**config.mk**
```make
export PLATFORM = sky130hd
export DESIGN_NAME = fifo_fill_ctrl
export DESIGN_NICKNAME = d
export VERILOG_FILES = /design/src/rtl/fifo_fill_pkg.sv /design/src/rtl/fill_pattern_gen.sv /design/src/rtl/fifo_fill_ctrl.sv
export SDC_FILE = /design/constraint.sdc
export NUM_CORES = 1
export LEC_CHECK = 0
export BUFFER_PORTS_ARGS = -buffer_cell sky130_fd_sc_hd__buf_2
export CAP_MARGIN = 5
export CORE_MARGIN = 2
export CORE_UTILIZATION = 47
export CTS_CLUSTER_SIZE = 20
export DETAILED_ROUTE_END_ITERATION = 12
export HOLD_SLACK_MARGIN = 0.06
export PLACE_DENSITY_LB_ADDON = 0.2
export SLEW_MARGIN = 20
export SYNTH_ARGS = -nofsm -noshare
export SYNTH_HDL_FRONTEND = slang
export SYNTH_HIERARCHICAL = 1
export SYNTH_SLANG_ARGS = --single-unit
```
**constraint.sdc**
```tcl
create_clock -name clk -period 2 [get_ports clk]
set_clock_uncertainty 0.15 [all_clocks]
set_input_delay 0 -clock clk [delete_from_list [all_inputs] [get_ports clk]]
set_output_delay 0 -clock clk [all_outputs]
set_load 0.01 [all_outputs]
```
**src/rtl/fifo_fill_pkg.sv**
```systemverilog
`default_nettype none
// ============================================================================
// Module      : fifo_fill_pkg
// Description : Shared state encodings and constants for the FIFO fill
//               controller.
// Revision    : 1.0 - initial release
// ============================================================================
package fifo_fill_pkg;

    typedef enum logic [1:0] {
        ST_IDLE       = 2'd0,
        ST_WRITING    = 2'd1,
        ST_WAIT_STOP  = 2'd2,
        ST_WAIT_DRAIN = 2'd3
    } fill_state_t;

    localparam int MODE_CONST = 0;
    localparam int MODE_INC   = 1;
    localparam int MODE_ALT   = 2;

    localparam int WR_COUNT_W = 16;

endpackage
`default_nettype wire

```
**src/rtl/fill_pattern_gen.sv**
```systemverilog
`default_nettype none
// ============================================================================
// Module      : fill_pattern_gen
// Description : Write-data pattern register; steps to the next word on adv.
// Revision    : 1.0 - initial release
// ============================================================================
module fill_pattern_gen
    import fifo_fill_pkg::*;
#(
    parameter int                DATA_W  = 8,
    parameter int                MODE    = MODE_CONST,
    parameter logic [DATA_W-1:0] PATTERN = 8'hAA
) (
    input  logic              clk,
    input  logic              rst,
    input  logic              adv,
    output logic [DATA_W-1:0] data
);

    logic [DATA_W-1:0] r_data;
    logic [DATA_W-1:0] w_next;

    generate
        if (MODE == MODE_INC) begin : g_inc
            assign w_next = r_data + DATA_W'(1);
        end else if (MODE == MODE_ALT) begin : g_alt
            assign w_next = ~r_data;
        end else if (MODE == MODE_CONST) begin : g_const
            assign w_next = r_data;
        end else begin : g_bad_mode
            $error("fill_pattern_gen: unsupported MODE %0d", MODE);
            assign w_next = r_data;
        end
    endgenerate

    always_ff @(posedge clk) begin
        if (rst) begin
            r_data <= PATTERN;
        end else if (adv) begin
            r_data <= w_next;
        end
    end

    assign data = r_data;

endmodule
`default_nettype wire

```
**src/rtl/fifo_fill_ctrl.sv**
```systemverilog
`default_nettype none
// ============================================================================
// Module      : fifo_fill_ctrl
// Description : Keeps a downstream FIFO filled between two watermarks.
// Revision    : 1.0 - initial release
// ============================================================================
module fifo_fill_ctrl
    import fifo_fill_pkg::*;
#(
    parameter int                DATA_W      = 8,
    parameter int                CNT_W       = 4,
    parameter int                HIGH_MARK   = 5,
    parameter int                LOW_MARK    = 2,
    parameter int                STOP_CYCLES = 1,
    parameter int                MODE        = MODE_CONST,
    parameter logic [DATA_W-1:0] PATTERN     = 8'hAA
) (
    input  logic                  clk,
    input  logic                  rst,
    input  logic                  en,
    input  logic [CNT_W-1:0]      fifo_words,
    input  logic                  fifo_full,
    output logic                  wr_en,
    output logic [DATA_W-1:0]     fifo_data,
    output logic [1:0]            state,
    output logic [WR_COUNT_W-1:0] wr_count
);

    localparam int                c_stop_w    = (STOP_CYCLES > 1) ? $clog2(STOP_CYCLES) : 1;
    localparam logic [c_stop_w-1:0] c_stop_load = c_stop_w'(STOP_CYCLES - 1);
    localparam logic [CNT_W-1:0]    c_high      = CNT_W'(HIGH_MARK);
    localparam logic [CNT_W-1:0]    c_low       = CNT_W'(LOW_MARK);

    generate
        if (!(LOW_MARK >= 0 && LOW_MARK < HIGH_MARK && HIGH_MARK <= (2**CNT_W) - 1)) begin : g_bad_marks
            $error("fifo_fill_ctrl: need 0 <= LOW_MARK < HIGH_MARK <= 2**CNT_W-1");
        end
        if (STOP_CYCLES < 1) begin : g_bad_stop
            $error("fifo_fill_ctrl: STOP_CYCLES must be at least 1");
        end
    endgenerate

    fill_state_t         r_state;
    fill_state_t         w_state_nxt;
    logic [c_stop_w-1:0] r_stop_cnt;
    logic [c_stop_w-1:0] w_stop_cnt_nxt;
    logic [WR_COUNT_W-1:0] r_wr_count;

    always_ff @(posedge clk) begin
        if (rst) begin
            r_state    <= ST_IDLE;
            r_stop_cnt <= '0;
        end else begin
            r_state    <= w_state_nxt;
            r_stop_cnt <= w_stop_cnt_nxt;
        end
    end

    // The high-mark check in WRITING outranks en so a full FIFO always drains first.
    always_comb begin
        w_state_nxt    = r_state;
        w_stop_cnt_nxt = r_stop_cnt;
        case (r_state)
            ST_IDLE: begin
                if (en && (fifo_words < c_high)) begin
                    w_state_nxt = ST_WRITING;
                end
            end
            ST_WRITING: begin
                if (fifo_words >= c_high) begin
                    w_state_nxt    = ST_WAIT_STOP;
                    w_stop_cnt_nxt = c_stop_load;
                end else if (!en) begin
                    w_state_nxt = ST_IDLE;
                end
            end
            ST_WAIT_STOP: begin
                if (r_stop_cnt == '0) begin
                    w_state_nxt = ST_WAIT_DRAIN;
                end else begin
                    w_stop_cnt_nxt = r_stop_cnt - c_stop_w'(1);
                end
            end
            ST_WAIT_DRAIN: begin
                if (fifo_words <= c_low) begin
                    w_state_nxt = en ? ST_WRITING : ST_IDLE;
                end
            end
            default: begin
                w_state_nxt = ST_IDLE;
            end
        endcase
    end

    assign wr_en = (r_state == ST_WRITING) && !fifo_full;

    always_ff @(posedge clk) begin
        if (rst) begin
            r_wr_count <= '0;
        end else if (wr_en) begin
            r_wr_count <= r_wr_count + WR_COUNT_W'(1);
        end
    end

    fill_pattern_gen #(
        .DATA_W  (DATA_W),
        .MODE    (MODE),
        .PATTERN (PATTERN)
    ) u_pattern (
        .clk  (clk),
        .rst  (rst),
        .adv  (wr_en),
        .data (fifo_data)
    );

    assign state    = r_state;
    assign wr_count = r_wr_count;

endmodule
`default_nettype wire

```
==> results.md <==
- In the routed layout, each cell is associated on average with a via count of a little under 5.
- In this run the tool buffered the top-level ports with 26 buffer cells.
- In the final routed layout, each cell accounts on average for 10.2 um.
- The cell depth of the worst min-delay path is 4.
- STA classifies the critical path startpoint as a primary input.
- The global routing stage identified its most utilized layer as met2.
- The area overhead of the layout relative to synthesis is 24.1%.
- The final layout contains 152 nets.
- The top cell types in the final layout, fill and taps aside, are 26 x sky130_fd_sc_hd__buf_2, 18 x sky130_fd_sc_hd__dfxtp_1, 17 x sky130_fd_sc_hd__nor2_1.
- Per report_power, the clock group accounts for 34.8% of the total.
- The post-CTS setup buffer count is 0.
- Across all layers, the routed design uses 812 vias.
- The placed wire-length estimate is 1250 um.
- Measured along the y axis, the die boundary spans 48.7 um.
- For this run, the top clock speed supported by timing is around 520 MHz.
- CTS placed an instance of sky130_fd_sc_hd__clkbuf_4 at the clock tree root.
- Sequential cells burn around 57% of the power.
- The launch instance of the worst min-delay path is fifo_full.
- Setup repair after global routing left no endpoint under its margin.
- The tool flagged a number of max-cap violations equal to 0.
- CTS built an H-tree with a depth of 1.
- In this run the power spent charging and discharging nets is around 0.14 mW.
- The share of async-settable or async-resettable flops after synthesis is 0%.
- Final hold analysis gives a worst-case slack of 0.0839 ns.
- The first global-routing pass estimated 2900 um of wire.
- The most used flip-flop cell after synthesis is sky130_fd_sc_hd__dfxtp_1.
- The final number of hold-violating endpoints came to 0.
- The flow ran to the end, and the final reports show no timing, DRC or antenna violations.
- The initial antenna violation count is 0.
- The power density of the placed cells is between 500 and 600 nW/um^2.
- Once detail routing completed, the nets flagged for antenna violations numbered 0.
- The count of standard-cell rows is 16.
- In the routed design, unresolved DRC markers number 0.
- The count of final max-slew check failures is 0.
- The accumulated negative setup slack is 0 ns.
- At the end of routability-driven placement, the weighted congestion stood at between 0.7 and 0.8.
- The number of global-route vias before repair is 725.
- Combinational cells account for 7.9% of the total power.
- The number of antenna diodes is 0.
- CTS saw 18 sinks.
- The layout has 185 filler cells.
- Yosys printed 6 warnings.
- At the placement stage, the worst setup path has a slack of 0.119 ns.
- The clock transition time at the flip-flop clock pins of the worst setup and hold paths is 0.10 ns.
- The floorplan die width is 48.7 um.
- The met3 capacity usage during global routing is 4.01%.
- The worst path needs 1.92 ns of the cycle, external delays included.
- The final critical path takes up 96.1% of the cycle.
- The biggest area contributor in the post-synthesis netlist is sky130_fd_sc_hd__dfxtp_1.
- The placeable core region is 1920 sq um.
- The cell area after synthesis is between 900 and 1000 sq um.
- For the worst flop-to-flop path, the logic depth is 4.
- The switching share of total power is 22.5%.
- The fraction of final layout cells sized beyond drive strength 1 is 28.9%.
- The count of flip-flops with a built-in enable after synthesis is 0.
- The category of the worst setup path capture point is a flip-flop.
- The clock insertion delay at the later pin of the skew report is just under 0.3 ns.
- The gate count after technology mapping is 109.
- The internal power of the cells totals a little under 0.5 mW.
- Across all register-to-register paths, the minimum setup slack is 0.13 ns.
- After layout, the worst setup slack is 0.0779 ns.
- Wires add up to 1730 um.
- In this run the static leakage power is 0.528 nW.
- The critical register-to-register path endpoint is wr_count[13].
- No sink is reached through more buffers than the 2 on the longest clock path.
- Ranked by total cell area, the synthesized netlist is headed by sky130_fd_sc_hd__dfxtp_1 38%, sky130_fd_sc_hd__xnor2_1 7.4%, sky130_fd_sc_hd__nor2_1 6.8%.
- Yosys mapped the design onto 30 distinct sky130hd cell types.
- The final setup violation count is 0.
- For this run, the detailed router's first-pass iteration total came to 5.
- The most common library cell in the layout ignoring fill and taps is sky130_fd_sc_hd__buf_2.
- The total design power is 0.637 mW.
- For met1 alone, demand over resource in global routing was 17.7%.
- Summed over all layers, the global routing overflow is 0.
- The maximum number of pins on one net before global-route repair is 21.
- The maximum resistive drop on vdd is between 300 and 400 uV.
- The TritonCTS clock tree is done.
- For hold timing, the worst endpoint is wr_count[4].
- In this run, the number of DRC markers left after iteration 0 of detailed routing was 8.
- The number of buffers created by CTS is 3.
- The worst-path maximum fanout is 2.
- The startpoint-to-endpoint class of the critical path is primary input to flip-flop.
- The area share of the largest cell type after synthesis is between 30% and 40%.
- The starting density of the core is between 40% and 50%.
- Data on the critical path is required at its endpoint by 2.09 ns.
- The worst min-delay path category is primary input to flip-flop.
- The register area share after synthesis is 38.3%.
- The count of state elements after synthesis is 18.
- The area enclosed by the die boundary is around 2400 sq um.
- During I/O placement, the number of pins put on the boundary was 35.
- The met2 layer usage reported by global route is 26.5%.
- The data arrival time of the worst path is 2.01 ns.
- The worst flop-to-flop path startpoint is state[0].
- A synthesized cell averages 8.63 sq um.
- In the global route stage, overall resource usage came out at 15.4%.
==> critical path, cell delays in order <==
cell	delay, ns
sky130_fd_sc_hd__dlygate4sd3_1	0.53
sky130_fd_sc_hd__buf_2	0.13
sky130_fd_sc_hd__inv_1	0.06
sky130_fd_sc_hd__nand3_1	0.05
sky130_fd_sc_hd__dlygate4sd3_1	0.55
sky130_fd_sc_hd__a21oi_1	0.13
sky130_fd_sc_hd__dlygate4sd3_1	0.56
==> how the worst max path moves through the flow <==
stage,startpoint,end,slack (ns),depth (start not counted)
6_report,fifo_words[3],state[0],0.08,7
2_1_floorplan,state[0],wr_count[13],0.16,4
3_3_place_gp,wr_count[0],wr_count[14],0.17,5
3_5_place_dp,state[0],wr_count[14],0.12,4
5_1_grt,fifo_words[3],state[0],0.03,7
4_1_cts,fifo_words[3],state[0],0.10,7
==> cells in the mapped netlist (2+ instances only) <==
| cell type | number |
|---|---|
| sky130_fd_sc_hd__dfxtp_1 | 18 |
| sky130_fd_sc_hd__nor2_1 | 17 |
| sky130_fd_sc_hd__buf_4 | 8 |
| sky130_fd_sc_hd__nand2_1 | 8 |
| sky130_fd_sc_hd__xnor2_1 | 8 |
| sky130_fd_sc_hd__inv_1 | 6 |
| sky130_fd_sc_hd__a21oi_1 | 5 |
| sky130_fd_sc_hd__nand3_1 | 5 |
| sky130_fd_sc_hd__nor3_1 | 4 |
| sky130_fd_sc_hd__nand4_1 | 3 |
| sky130_fd_sc_hd__o21ai_0 | 3 |
| sky130_fd_sc_hd__a31o_2 | 2 |
| sky130_fd_sc_hd__clkbuf_1 | 2 |
| sky130_fd_sc_hd__conb_1 | 2 |
| sky130_fd_sc_hd__nor4_2 | 2 |
| sky130_fd_sc_hd__xor2_1 | 2 |
==> registers in the layout (all words and copies together), names as in the netlist, named ones only <==
name and cells:
wr_count 16, state 1
==> kinds of logic after synthesis <==
kind of cell	after synthesis	share of synthesized area (%)
and+or+nand+nor	46	28.2
DFF	18	38.3
buffers and inverters	17	10.8
AOI/OAI and AO/OA	14	9.71
xor gates and xnor gates	10	9.31
other	2	0.798
adders and majority gates	1	1.33
muxes	1	1.60
==> final cells by class <==
type,instances,area (sq um),share of cell area (%)
Clock buffer,4,36.3,3.11
Inverter,6,22.5,1.93
Sequential cell,18,360,30.9
Timing Repair Buffer,34,208,17.8
Tap cell,27,33.8,2.89
Multi-Input combinational cell,80,507,43.4
==> timing repair <==
item	in CTS	in global routing
hold buffers	7	0
endpoints found under the setup margin	0	1
resized for setup	0	1
hold endpoints to repair	14	0
==> power groups by stage <==
stage / Clock (mW) / Combinational (mW) / Sequential [mW]
global route: 0.250 / 0.0559 / 0.366
floorplan: 0 / 0.0382 / 0.374
detailed placement: 0 / 0.0411 / 0.373
finish: 0.222 / 0.0504 / 0.365
global placement: 0 / 0.0406 / 0.373
CTS: 0.234 / 0.0501 / 0.365
==> routing by layer <==
layer,wire length (um),part of all wire (%)
met1,769,45
met2,847,49
met3,94,5.4
met4,16,0.93
met5,0,0
==> metrics by stage <==
step | std cells | instance area (sq um) | utilization, %
floorplan | 115 | 963 | -
global placement | 158 | 1060 | 54.9
detailed placement | 158 | 1060 | 54.9
CTS | 169 | 1160 | 60.5
global route | 169 | 1170 | 60.7
finish | 169 | 1170 | 60.7
No activity file was read; power rests on OpenSTA's default activity.
